File: src/rtl/uart_msg_handler_pkg.sv
`default_nettype none
// ============================================================================
//  Module      : msg_defs (package)
//  Description : Shared codes, frame lengths, parser/serializer enums and
//                byte-select helpers for the miner-side UART message engine.
//  Revision    : 1.0  initial release
// ============================================================================
package msg_defs;

  // Single-byte messages.
  localparam logic [7:0] MSG_PING = 8'h00;
  localparam logic [7:0] MSG_PONG = 8'h01;
  localparam logic [7:0] MSG_ACK  = 8'h01;

  // Frame type codes (byte 3 of a frame header).
  localparam logic [7:0] TYPE_GET_INFO = 8'd0;
  localparam logic [7:0] TYPE_INVALID  = 8'd1;
  localparam logic [7:0] TYPE_PUSH_JOB = 8'd2;
  localparam logic [7:0] TYPE_NONCE    = 8'd3;

  // Frame lengths, header included.
  localparam logic [7:0] LEN_GET_INFO = 8'd8;
  localparam logic [7:0] LEN_PUSH_JOB = 8'd60;
  localparam logic [7:0] MIN_LEN      = 8'd8;
  localparam logic [7:0] MAX_LEN      = 8'd60;
  localparam logic [7:0] LEN_INFO     = 8'd16;
  localparam logic [7:0] LEN_SHORT    = 8'd8;   // INVALID and NONCE replies

  typedef enum logic [1:0] {
    PS_IDLE    = 2'd0,
    PS_HDR     = 2'd1,
    PS_PAYLOAD = 2'd2
  } parse_state_e;

  // PONG and ACK are both the single byte 0x01, so they share TXM_ONE.
  typedef enum logic [1:0] {
    TXM_ONE     = 2'd0,
    TXM_INFO    = 2'd1,
    TXM_INVALID = 2'd2,
    TXM_NONCE   = 2'd3
  } tx_msg_e;

  // Index of the last byte of each outgoing message.
  function automatic logic [3:0] msg_last_idx(input tx_msg_e m);
    case (m)
      TXM_ONE:  msg_last_idx = 4'd0;
      TXM_INFO: msg_last_idx = 4'd15;
      default:  msg_last_idx = 4'd7;
    endcase
  endfunction

  // Byte i of a 32-bit word sent MSB-first.
  function automatic logic [7:0] word_byte(input logic [31:0] w, input logic [1:0] i);
    case (i)
      2'd0:    word_byte = w[31:24];
      2'd1:    word_byte = w[23:16];
      2'd2:    word_byte = w[15:8];
      default: word_byte = w[7:0];
    endcase
  endfunction

  // Byte i of a 4-byte reply header: length, 0, 0, type.
  function automatic logic [7:0] hdr_byte(input logic [7:0] len, input logic [7:0] typ,
                                          input logic [1:0] i);
    case (i)
      2'd0:    hdr_byte = len;
      2'd3:    hdr_byte = typ;
      default: hdr_byte = 8'h00;
    endcase
  endfunction

endpackage
`default_nettype wire

File: src/rtl/msg_tx_serializer.sv
`default_nettype none
// ============================================================================
//  Module      : msg_tx_serializer
//  Description : Walks the bytes of one outgoing message and presents them on
//                a valid/ready byte interface. A message is latched on start
//                (message select and nonce); done pulses combinationally in
//                the cycle the last byte is consumed.
//  Ports       : CLK, RST        clock, synchronous active-high reset
//                start, msg_sel  begin sending message msg_sel (ignored if busy)
//                nonce           nonce for the NONCE message
//                done            last byte consumed this cycle
//                tx_data/valid   byte stream out; tx_valid doubles as busy
//                tx_ready        byte consumed when tx_valid && tx_ready
//  Revision    : 1.0  initial release
// ============================================================================
module msg_tx_serializer
  import msg_defs::*;
#(
  parameter logic [31:0] INFO_ID0 = 32'hDEADBEEF,
  parameter logic [31:0] INFO_ID1 = 32'h13370D13
) (
  input  logic        CLK,
  input  logic        RST,
  input  logic        start,
  input  logic [1:0]  msg_sel,
  input  logic [31:0] nonce,
  output logic        done,
  output logic [7:0]  tx_data,
  output logic        tx_valid,
  input  logic        tx_ready
);

  logic        busy_q, busy_d;
  logic [3:0]  idx_q, idx_d;
  tx_msg_e     sel_q, sel_d;
  logic [31:0] nonce_q, nonce_d;

  assign tx_valid = busy_q;
  assign done     = busy_q && tx_ready && (idx_q == msg_last_idx(sel_q));

  always_comb begin
    busy_d  = busy_q;
    idx_d   = idx_q;
    sel_d   = sel_q;
    nonce_d = nonce_q;
    if (!busy_q) begin
      if (start) begin
        busy_d  = 1'b1;
        idx_d   = 4'd0;
        sel_d   = tx_msg_e'(msg_sel);
        nonce_d = nonce;
      end
    end else if (tx_ready) begin
      if (done) begin
        busy_d = 1'b0;
        idx_d  = 4'd0;
      end else begin
        idx_d = idx_q + 4'd1;
      end
    end
  end

  // Byte mux; held at zero between messages.
  always_comb begin
    tx_data = 8'h00;
    if (busy_q) begin
      case (sel_q)
        TXM_ONE: tx_data = MSG_PONG;
        TXM_INFO: begin
          case (idx_q[3:2])
            2'd0:    tx_data = hdr_byte(LEN_INFO, TYPE_GET_INFO, idx_q[1:0]);
            2'd1:    tx_data = word_byte(INFO_ID0, idx_q[1:0]);
            2'd2:    tx_data = word_byte(INFO_ID1, idx_q[1:0]);
            default: tx_data = 8'h00;
          endcase
        end
        TXM_INVALID: begin
          if (idx_q[3:2] == 2'd0) tx_data = hdr_byte(LEN_SHORT, TYPE_INVALID, idx_q[1:0]);
        end
        default: begin
          case (idx_q[3:2])
            2'd0:    tx_data = hdr_byte(LEN_SHORT, TYPE_NONCE, idx_q[1:0]);
            2'd1:    tx_data = word_byte(nonce_q, idx_q[1:0]);
            default: tx_data = 8'h00;
          endcase
        end
      endcase
    end
  end

  always_ff @(posedge CLK) begin
    if (RST) begin
      busy_q  <= 1'b0;
      idx_q   <= 4'd0;
      sel_q   <= TXM_ONE;
      nonce_q <= 32'd0;
    end else begin
      busy_q  <= busy_d;
      idx_q   <= idx_d;
      sel_q   <= sel_d;
      nonce_q <= nonce_d;
    end
  end

endmodule
`default_nettype wire

File: src/rtl/uart_msg_handler.sv
`default_nettype none
// ============================================================================
//  Module      : uart_msg_handler
//  Description : Host frame parser (PING, GET_INFO, PUSH_JOB), job register
//                file with new_work pulse, one reply slot, one nonce slot and
//                a non-interleaving TX arbiter feeding msg_tx_serializer.
//  Ports       : CLK, RST                 clock, synchronous active-high reset
//                rx_data, rx_valid        received byte stream (no backpressure)
//                tx_data, tx_valid, tx_ready  transmitted byte stream
//                golden_nonce(_valid)     nonce strobe from the hashing core
//                new_work                 1-cycle pulse when job outputs update
//                midstate/data/noncemin/noncemax  job outputs
//                nonce_overflow           pending nonce overwritten
//  Revision    : 1.0  initial release
// ============================================================================
module uart_msg_handler
  import msg_defs::*;
#(
  parameter logic [31:0] INFO_ID0       = 32'hDEADBEEF,
  parameter logic [31:0] INFO_ID1       = 32'h13370D13,
  parameter int unsigned TIMEOUT_CYCLES = 1000000
) (
  input  logic         CLK,
  input  logic         RST,
  input  logic [7:0]   rx_data,
  input  logic         rx_valid,
  output logic [7:0]   tx_data,
  output logic         tx_valid,
  input  logic         tx_ready,
  input  logic [31:0]  golden_nonce,
  input  logic         golden_nonce_valid,
  output logic         new_work,
  output logic [255:0] midstate,
  output logic [95:0]  data,
  output logic [31:0]  noncemin,
  output logic [31:0]  noncemax,
  output logic         nonce_overflow
);

  localparam int unsigned            IDLE_W    = $clog2(TIMEOUT_CYCLES);
  localparam logic [IDLE_W-1:0]      IDLE_LAST = IDLE_W'(TIMEOUT_CYCLES - 1);

  // Parser state.
  parse_state_e      state_q, state_d;
  logic [5:0]        cnt_q, cnt_d;        // bytes of the frame received so far
  logic [5:0]        len_q, len_d;
  logic [7:0]        type_q, type_d;
  logic              hdr_bad_q, hdr_bad_d;
  logic [IDLE_W-1:0] idle_q, idle_d;
  // Payload bytes 4..55 only (job bits 447:32); the 4 pad bytes are never kept.
  logic [415:0]      job_q, job_d;

  // Job outputs.
  logic [255:0]      midstate_q, midstate_d;
  logic [95:0]       data_q, data_d;
  logic [31:0]       noncemin_q, noncemin_d;
  logic [31:0]       noncemax_q, noncemax_d;
  logic              new_work_q, new_work_d;

  // Slots and arbiter.
  logic              reply_full_q, reply_full_d;
  tx_msg_e           reply_sel_q, reply_sel_d;
  logic              nonce_full_q, nonce_full_d;
  logic [31:0]       nonce_val_q, nonce_val_d;
  logic              nonce_rewr_q, nonce_rewr_d;  // slot refilled while its old value is on the wire
  logic              ovf_q, ovf_d;
  logic              active_nonce_q, active_nonce_d;

  logic              reply_req;
  tx_msg_e           reply_req_sel;
  logic              ser_start;
  tx_msg_e           ser_sel;
  logic              ser_done;
  logic              is_push, is_info;

  assign midstate       = midstate_q;
  assign data           = data_q;
  assign noncemin       = noncemin_q;
  assign noncemax       = noncemax_q;
  assign new_work       = new_work_q;
  assign nonce_overflow = ovf_q;

  assign is_push = (type_q == TYPE_PUSH_JOB) && (len_q == 6'(LEN_PUSH_JOB)) && !hdr_bad_q;
  assign is_info = (type_q == TYPE_GET_INFO) && (len_q == 6'(LEN_GET_INFO)) && !hdr_bad_q;

  // Parser next state and job update.
  always_comb begin
    state_d       = state_q;
    cnt_d         = cnt_q;
    len_d         = len_q;
    type_d        = type_q;
    hdr_bad_d     = hdr_bad_q;
    idle_d        = idle_q;
    job_d         = job_q;
    midstate_d    = midstate_q;
    data_d        = data_q;
    noncemin_d    = noncemin_q;
    noncemax_d    = noncemax_q;
    new_work_d    = 1'b0;
    reply_req     = 1'b0;
    reply_req_sel = TXM_INVALID;

    case (state_q)
      PS_IDLE: begin
        if (rx_valid) begin
          if (rx_data == MSG_PING) begin
            reply_req     = 1'b1;
            reply_req_sel = TXM_ONE;
          end else if (rx_data < MIN_LEN || rx_data > MAX_LEN || rx_data[1:0] != 2'b00) begin
            reply_req     = 1'b1;
            reply_req_sel = TXM_INVALID;
          end else begin
            len_d     = rx_data[5:0];
            cnt_d     = 6'd1;
            hdr_bad_d = 1'b0;
            idle_d    = '0;
            state_d   = PS_HDR;
          end
        end
      end

      default: begin  // PS_HDR, PS_PAYLOAD
        if (rx_valid) begin
          idle_d = '0;
          cnt_d  = cnt_q + 6'd1;
          if (state_q == PS_HDR) begin
            if (cnt_q == 6'd3) begin
              type_d  = rx_data;
              state_d = PS_PAYLOAD;
            end else if (rx_data != 8'h00) begin
              hdr_bad_d = 1'b1;
            end
          end else begin
            if (cnt_q >= 6'd8) job_d[{cnt_q - 6'd8, 3'b000} +: 8] = rx_data;
            if (cnt_q == len_q - 6'd1) begin
              state_d   = PS_IDLE;
              reply_req = 1'b1;
              if (is_push) begin
                noncemax_d    = job_d[31:0];
                noncemin_d    = job_d[63:32];
                data_d        = job_d[159:64];
                midstate_d    = job_d[415:160];
                new_work_d    = 1'b1;
                reply_req_sel = TXM_ONE;
              end else if (is_info) begin
                reply_req_sel = TXM_INFO;
              end else begin
                reply_req_sel = TXM_INVALID;
              end
            end
          end
        end else if (idle_q == IDLE_LAST) begin
          state_d = PS_IDLE;  // silent abort
        end else begin
          idle_d = idle_q + 1'b1;
        end
      end
    endcase
  end

  // Slots and arbiter. A message ending this cycle frees its slot before any
  // new entry is considered, so a same-cycle entry is neither dropped nor
  // counted as an overflow.
  always_comb begin
    logic reply_done, nonce_done, reply_busy, nonce_busy, nonce_in_flight;
    reply_full_d   = reply_full_q;
    reply_sel_d    = reply_sel_q;
    nonce_full_d   = nonce_full_q;
    nonce_val_d    = nonce_val_q;
    nonce_rewr_d   = nonce_rewr_q;
    ovf_d          = 1'b0;
    active_nonce_d = active_nonce_q;

    reply_done = ser_done && !active_nonce_q;
    nonce_done = ser_done && active_nonce_q;
    reply_busy = reply_full_q && !reply_done;
    nonce_busy = nonce_full_q && (!nonce_done || nonce_rewr_q);

    // Arbiter: only between messages; reply wins.
    ser_start = !tx_valid && (reply_full_q || nonce_full_q);
    ser_sel   = reply_full_q ? reply_sel_q : TXM_NONCE;
    if (ser_start) active_nonce_d = !reply_full_q;

    nonce_in_flight = (tx_valid && active_nonce_q && !nonce_done) ||
                      (ser_start && !reply_full_q);

    reply_full_d = reply_busy;
    if (reply_req && !reply_busy) begin
      reply_full_d = 1'b1;
      reply_sel_d  = reply_req_sel;
    end

    nonce_full_d = nonce_busy;
    if (nonce_done) nonce_rewr_d = 1'b0;
    if (golden_nonce_valid) begin
      nonce_full_d = 1'b1;
      nonce_val_d  = golden_nonce;
      ovf_d        = nonce_busy;
      // The serializer holds its own copy; keep the slot full after that copy ends.
      if (nonce_in_flight) nonce_rewr_d = 1'b1;
    end
  end

  msg_tx_serializer #(
    .INFO_ID0 (INFO_ID0),
    .INFO_ID1 (INFO_ID1)
  ) u_ser (
    .CLK      (CLK),
    .RST      (RST),
    .start    (ser_start),
    .msg_sel  (ser_sel),
    .nonce    (nonce_val_q),
    .done     (ser_done),
    .tx_data  (tx_data),
    .tx_valid (tx_valid),
    .tx_ready (tx_ready)
  );

  always_ff @(posedge CLK) begin
    if (RST) begin
      state_q        <= PS_IDLE;
      cnt_q          <= 6'd0;
      len_q          <= 6'd0;
      type_q         <= 8'd0;
      hdr_bad_q      <= 1'b0;
      idle_q         <= '0;
      job_q          <= '0;
      midstate_q     <= '0;
      data_q         <= '0;
      noncemin_q     <= '0;
      noncemax_q     <= '0;
      new_work_q     <= 1'b0;
      reply_full_q   <= 1'b0;
      reply_sel_q    <= TXM_ONE;
      nonce_full_q   <= 1'b0;
      nonce_val_q    <= '0;
      nonce_rewr_q   <= 1'b0;
      ovf_q          <= 1'b0;
      active_nonce_q <= 1'b0;
    end else begin
      state_q        <= state_d;
      cnt_q          <= cnt_d;
      len_q          <= len_d;
      type_q         <= type_d;
      hdr_bad_q      <= hdr_bad_d;
      idle_q         <= idle_d;
      job_q          <= job_d;
      midstate_q     <= midstate_d;
      data_q         <= data_d;
      noncemin_q     <= noncemin_d;
      noncemax_q     <= noncemax_d;
      new_work_q     <= new_work_d;
      reply_full_q   <= reply_full_d;
      reply_sel_q    <= reply_sel_d;
      nonce_full_q   <= nonce_full_d;
      nonce_val_q    <= nonce_val_d;
      nonce_rewr_q   <= nonce_rewr_d;
      ovf_q          <= ovf_d;
      active_nonce_q <= active_nonce_d;
    end
  end

endmodule
`default_nettype wire
File: config.mk
export PLATFORM = sky130hd
export DESIGN_NAME = uart_msg_handler
export DESIGN_NICKNAME = d
export VERILOG_FILES = /design/src/rtl/uart_msg_handler_pkg.sv /design/src/rtl/msg_tx_serializer.sv /design/src/rtl/uart_msg_handler.sv
export SDC_FILE = /design/constraint.sdc
export NUM_CORES = 2
export LEC_CHECK = 0
export BUFFER_PORTS_ARGS = -buffer_cell sky130_fd_sc_hd__buf_2
export CAP_MARGIN = 10
export CORE_UTILIZATION = 55
export DETAILED_ROUTE_END_ITERATION = 7
export PLACE_DENSITY_LB_ADDON = 0.12
export SYNTH_ARGS = -nofsm -noshare
export SYNTH_HDL_FRONTEND = slang
export SYNTH_SLANG_ARGS = --single-unit
File: constraint.sdc
create_clock -name CLK -period 4.2 [get_ports CLK]
set_input_delay 0.84 -clock CLK [delete_from_list [all_inputs] [get_ports CLK]]
set_output_delay 0.84 -clock CLK [all_outputs]
set_load 0.02 [all_outputs]
==> Yosys cells after proc, flatten, opt, wreduce, memory -nomap -nowiden <==
Index checks and enable logic that the tools add are counted.
{ "totals": {"register_bits": 954, "in_bits": 45, "output_inout_bits": 427, "wordCells": 188} }
{ "classes": {"addsub": 6, "order_cmp": 3, "n_eq_ne": 23, "shift": 2, "mux": 72, "bitwise": 8, "n_reduce_logical": 51} }
{ "ops": {"columns": ["op", "count"], "rows": [
  ["416-bit bitwise mux", 1],
  ["416-bit 2-to-1 mux", 1],
  ["8-bit by 11-bit variable shift with 416-bit output, first input constant", 1],
  ["8-bit by 11-bit indexed part select with 416-bit output", 1],
  ["20-bit 2-to-1 mux", 6],
  ["8-bit one-hot mux with 3 select lines", 3],
  ["2-bit 2-to-1 mux", 18],
  ["6-bit 2-to-1 mux", 5],
  ["1-bit 2-to-1 mux", 25],
  ["4-bit one-hot mux with 2 select lines", 3],
  ["7-bit one-hot mux with 3 select lines", 1],
  ["20-bit by 1-bit adder with 20-bit output, second input constant", 1],
  ["20-bit equality test, second input constant", 1],
  ["8-bit zero test", 2],
  ["4-bit 2-to-1 mux", 4],
  ["8-bit 2-to-1 mux", 2],
  ["8-bit one-hot mux with 2 select lines", 1],
  ["1-bit logical AND", 15],
  ["6-bit one-hot mux with 2 select lines", 1],
  ["4-bit AND reduction", 3],
  ["6-bit AND reduction", 2],
  ["9-bit negator with 11-bit output", 1],
  ["2-bit != test, second input constant", 5],
  ["2-bit nonzero test", 5],
  ["29 further kinds", 57]
]} }

==> Longest topological paths before layout <==
{ "depth": {"depth_word": 10, "depth_mapped": 13, "depth_no_buf": 8} }

==> Hierarchy <==
A second synthesis with hierarchy kept.
{ "unflattened": {"cells_unflattened": 4403, "area_unflattened_um2": 40413.8} }
{ "modules_own_cells": {"columns": ["mod", "n_inst", "cells_each", "area_each_um2"], "rows": [
  ["uart_msg_handler", 1, 4142, 38405.6],
  ["msg_tx_serializer", 1, 261, 2008.2]
]} }

==> Worst setup path after synthesis <==
OpenSTA, ideal clock, no wires.
{ "synth_path": {"path_kind": "register to register", "startpoint": "register cnt_q[3]", "endpoint": "register job_q[274]", "t_arrival_ps": 3059, "path_slack_ps": 1013, "stages_incl_launch_ff": 13, "synth_period_minus_slack_ps": 3187, "cell_sequence": "dfxtp_1 > buf_2 > inv_1 > ha_1 > or3b_1 > a311o_1 > buf_2 > a211oi_1 > buf_2 > and2_1 > buf_2 > mux2i_1 > nor2_1"} }
{ "synth_between": {"elab_chain_cells": 5, "word_cells_on_any_way": 7} }
{ "synth_rtl": {"columns": ["item", "line", "text"], "rows": [
  ["start, declared", "uart_msg_handler.sv:45", "logic [5:0] cnt_q, cnt_d;"],
  ["start signal, assigned", "uart_msg_handler.sv:242", "cnt_q <= cnt_d;"],
  ["6-bit by 4-bit subtractor with 6-bit output", "uart_msg_handler.sv:134", "if (cnt_q >= 6'd8) job_d[{cnt_q - 6'd8, 3'b000} +: 8] = rx_data;"],
  ["9-bit negator with 11-bit output", "uart_msg_handler.sv:134", null],
  ["8-bit by 11-bit indexed part select with 416-bit output or 8-bit by 11-bit variable shift with 416-bit output (tied branches)", "uart_msg_handler.sv:134", null],
  ["416-bit bitwise mux", "uart_msg_handler.sv:134", null],
  ["416-bit 2-to-1 mux (*)", "uart_msg_handler.sv:134", null],
  ["end signal, assigned", "uart_msg_handler.sv:247", "job_q <= job_d;"],
  ["end, declared", "uart_msg_handler.sv:51", "logic [415:0] job_q, job_d;"]
]} }
Mark *: on every way between the ends. The rest lies on a longest branch, timed or not.
A chain may end at the register's enable or synchronous reset.

==> Final worst setup path <==
{ "layout_path": {"startpoint": "register u_ser.idx_q[0]", "endpoint": "output tx_data[0]"} }
{ "layout_between": {"elab_chain_cells": 5, "word_cells_on_any_way": 13} }
{ "layout_rtl": {"columns": ["item", "line", "text"], "rows": [
  ["start, declared", "msg_tx_serializer.sv:34", "logic [3:0] idx_q, idx_d;"],
  ["start signal, assigned", "msg_tx_serializer.sv:99", "idx_q <= idx_d;"],
  ["2-bit equality test (tied with other cells)", "uart_msg_handler_pkg.sv:54", "case (i)"],
  ["7-bit one-hot mux with 3 select lines (tied with other cells)", "uart_msg_handler_pkg.sv:54", null],
  ["8-bit one-hot mux with 3 select lines (tied with other cells)", "msg_tx_serializer.sv:70", "case (idx_q[3:2])"],
  ["8-bit one-hot mux with 3 select lines (*)", "msg_tx_serializer.sv:67", "case (sel_q)"],
  ["8-bit 2-to-1 mux (*)", "msg_tx_serializer.sv:66", "if (busy_q) begin"],
  ["end, declared", "uart_msg_handler.sv:27", "output logic [7:0] tx_data,"]
]} }
Marked as above.

==> qor.yml <==
timing:
  fin_tns_setup_ps: 0
  slew_headroom_pct: 19.1
  rsz0062_at_grt: "false"
  final_hold_viol_count: 0
  fin_worst_skew_ps: 28.9
  min_period_over_period_pct: 88.5
  post-route-min-period_ps: 3720
  setup-violations-final: 0
  worst_slew_pin_slew_ps: 1200
  drv_slew: 0
  timing.fmax_mhz: 269
cts:
  clk_path_buf_depth: 3
  holdBufCountCts: 0
  clk_pin_slew_ps: 60
  cts.sinks: 954
  cts.repair.resized: 0
  cts_max_level: 3
  tritoncts: "done"
  cts_root_buffer: "clkbuf_16"
  insertion_delay_ps: 670
  cts_buffers: 100
  cts_setup_buffers: 0
pwr:
  p_leak_uw: 0.0175
  powerDensity_nw_per_um2: 394
  vdd.ir_drop.worst_mv: 0.386
worst_setup_path:
  r2r_setup_slack_ps: 600
  crit_buf_inv: 2
  path_cells: "inv_1 -> ha_1 -> a222oi_1 -> o21ai_0 -> a21oi_1 -> o21ai_0 -> o311a_1 -> buf_2"
  ff2ff_path_depth: 9
  crit_family: "compound AO/OA/AOI/OAI gates"
  cp_data_required_time_ps: 3360
  crit_slowest_cell: "a222oi_1"
  cpMostUsedCell: "o21ai_0"
  end_kind: "primary output"
  worstReg2RegEnd: "job_q[404]"
  cp-start-kind: "register"
  critical_path_class: "reg -> out"
  cpPeakStageDelay_ps: 540
  r2r-start: "cnt_q[4]"
  cp.arrival_ps: 2880
  worstPathMaxFanout: 10
yosys:
  yosysTopAreaCellShare_pct: 47.4
  yosys.area.top_type: "dfxtp_1"
  synth_fp_nets: 4524
  synthCells: 4464
  async_flop_share_pct: 0
  synth_seq_cells: 954
  ys_types: 78
  syn_avg_cell_area_um2: 9.03
  synth_edf_count: 0
  synth-seq-area-share_pct: 47.4
  synthFlopType: "dfxtp_1"
  yosysWarnings: 0
  synth_area_leaders: "dfxtp_1 47%, mux2i_1 17%, a211oi_1 8.0%, nor2_1 7.7%, nand2_1 4.2%"
  synthesis.area_um2: 40300
worst_hold_path:
  holdPathEnd: "nonce_val_q[0]"
  hold_path_depth: 3
  worstHoldStart: "golden_nonce[0]"
  hold_class: "in -> reg"
placed_design:
  io_buffers: 471
  globalplace.congestion: 0.915
  place_inst: 5649
  dpl.hpwl_um: 81100
layout:
  syn_to_final_growth_pct: 17.0
  final_util_pct: 65.5
  drive_gt1_share_pct: 17.6
  stdcell_count: 5833
  final.fill_count: 6065
  layout.nets: 4861
floorplanning:
  fp.dieW_um: 273
  die_h_um: 273
  boundaryPins: 472
  coreArea_um2: 72000
  dieArea_um2: 74400
  num_rows: 98
  start_util_pct: 56.0
drt:
  wirelength_um: 120000
  ant_nets: 0
  vias_per_cell: 5.76
  vias: 33600
  wire_per_inst_um: 20.6
  drc: 0
  firstDrtPassIters: 7
  drt_iter0_drc: 2874
run:
  max_cap_violations: 0
status:
  status: "completed"
global_route:
  grt_pass1_wl_um: 183000
  grt_max_degree: 145
  first_global_vias: 31000
  grt_usage_pct: 31.4
  overflow: 0
  antenna_found_initial: 4
how the worst max path moves through the flow:
stage / start / end / cells past startpoint
floorplan: cnt_q[3] / job_q[274] / 12
global placement: cnt_q[0] / job_q[292] / 9
detailed placement: cnt_q[0] / job_q[289] / 9
CTS: u_ser.idx_q[0] / tx_data[0] / 8
global route: u_ser.idx_q[0] / tx_data[0] / 8
finish: u_ser.idx_q[0] / tx_data[0] / 8
power breakdown:
group	internal, uW	switching [uW]	total [uW]
clock network	5180	3700	8880
registers	9090	34.0	9120
logic	146	447	593
total	14400	4180	18600
layout make-up:
| type | count | area, um2 | share of cell area [%] |
|---|---|---|---|
| antenna | 4 | 10.0 | 0.0212 |
| clock buffer | 147 | 3030 | 6.43 |
| clock inverter | 33 | 288 | 0.610 |
| inverter | 16 | 60.1 | 0.127 |
| multi-input combinational | 3117 | 19800 | 41.9 |
| sequential | 954 | 19100 | 40.5 |
| tap | 950 | 1190 | 2.52 |
| timing repair buffer | 612 | 3710 | 7.87 |
layout by cell type (no fill, tap or decap), types with 11 or more instances in the layout:
| cell type | Yosys | final |
|---|---|---|
| buf_4 | 6 | 123 |
| a211oi_2 | 2 | 11 |
| nor3_2 | 12 | 13 |
| ha_1 | 15 | 15 |
| a31oi_1 | 11 | 11 |
| clkbuf_8 | 0 | 27 |
| a211oi_1 | 432 | 423 |
| dfxtp_1 | 954 | 953 |
| nor3_1 | 39 | 37 |
| clkinv_2 | 0 | 21 |
| nand4_1 | 16 | 16 |
| nor2b_1 | 14 | 14 |
| xor2_1 | 12 | 12 |
| buf_2 | 53 | 466 |
| and2_1 | 17 | 17 |
| nor4_4 | 14 | 14 |
| inv_1 | 16 | 16 |
| nand3_1 | 52 | 52 |
| a21oi_1 | 242 | 242 |
| clkbuf_16 | 0 | 104 |
| nand2_1 | 449 | 448 |
| o21ai_0 | 103 | 103 |
| mux2i_1 | 670 | 670 |
| nor4_1 | 12 | 12 |
| xnor2_1 | 14 | 11 |
| clkbuf_1 | 292 | 16 |
| nor2_1 | 828 | 827 |
| nand2b_1 | 14 | 14 |
| buf_12 | 0 | 22 |
routing by layer:
| layer | GRT usage [%] | wire length [um] |
|---|---|---|
| met5 | 0 | 0 |
| met4 | 11.4 | 4060 |
| met3 | 6.12 | 8410 |
| met2 | 50.1 | 55400 |
| met1 | 42.0 | 52200 |
cells in the mapped netlist, types with 11 or more instances:
master	instances
dfxtp_1	954
nor2_1	828
mux2i_1	670
nand2_1	449
a211oi_1	432
clkbuf_1	292
a21oi_1	242
o21ai_0	103
buf_2	53
nand3_1	52
nor3_1	39
buf_1	25
and2_1	17
inv_1	16
nand4_1	16
ha_1	15
nand2b_1	14
nor2b_1	14
nor4_4	14
xnor2_1	14
nor3_2	12
nor4_1	12
xor2_1	12
a31oi_1	11
metrics by stage:
step           setup WS, ps  hold WS (ps)  power, uW  area (um2)
4_1_cts                 543           388      18700       47200
5_1_grt                 301           405      19100       47200
3_3_place_gp            788           439       9910       43800
6_report                482           419      18600       47200
3_5_place_dp            746           443       9910       43800
2_1_floorplan          1010           430       9690       40300
cells by family (layout without fill, tap and decap cells):
group / after synthesis / count (layout) / share of synthesized area [%]
adders and majority gates: 15 / 15 / 0.465
other: 0 / 4 / 0
AOI/OAI and AO/OA: 856 / 856 / 14.0
DFF: 954 / 954 / 47.4
xor gates and xnor gates: 30 / 30 / 0.726
muxes: 670 / 670 / 16.6
and+or+nand+nor: 1546 / 1546 / 16.9
buffers and inverters: 393 / 808 / 3.90
registers in the layout, summed over array words and instances (netlist names), 4 cells and up:
name,flops
cnt_q,6
data,96
idle_q,20
job_q,416
len_q,6
midstate,256
nonce_val_q,32
noncemax,32
noncemin,32
type_q,8
u_ser.idx_q,4
u_ser.nonce_q,32
worst register-to-register path, delay by kind of cell, from the launching register on:
| kind | cells | cell delay (ps) |
|---|---|---|
| xor gates and xnor gates | 1 | 260 |
| adders and majority gates | 1 | 280 |
| DFF | 1 | 470 |
| and+or+nand+nor | 3 | 1350 |
| AOI/OAI and AO/OA | 2 | 680 |
| buffers and inverters | 2 | 480 |
No activity file was read; power rests on OpenSTA's default activity.
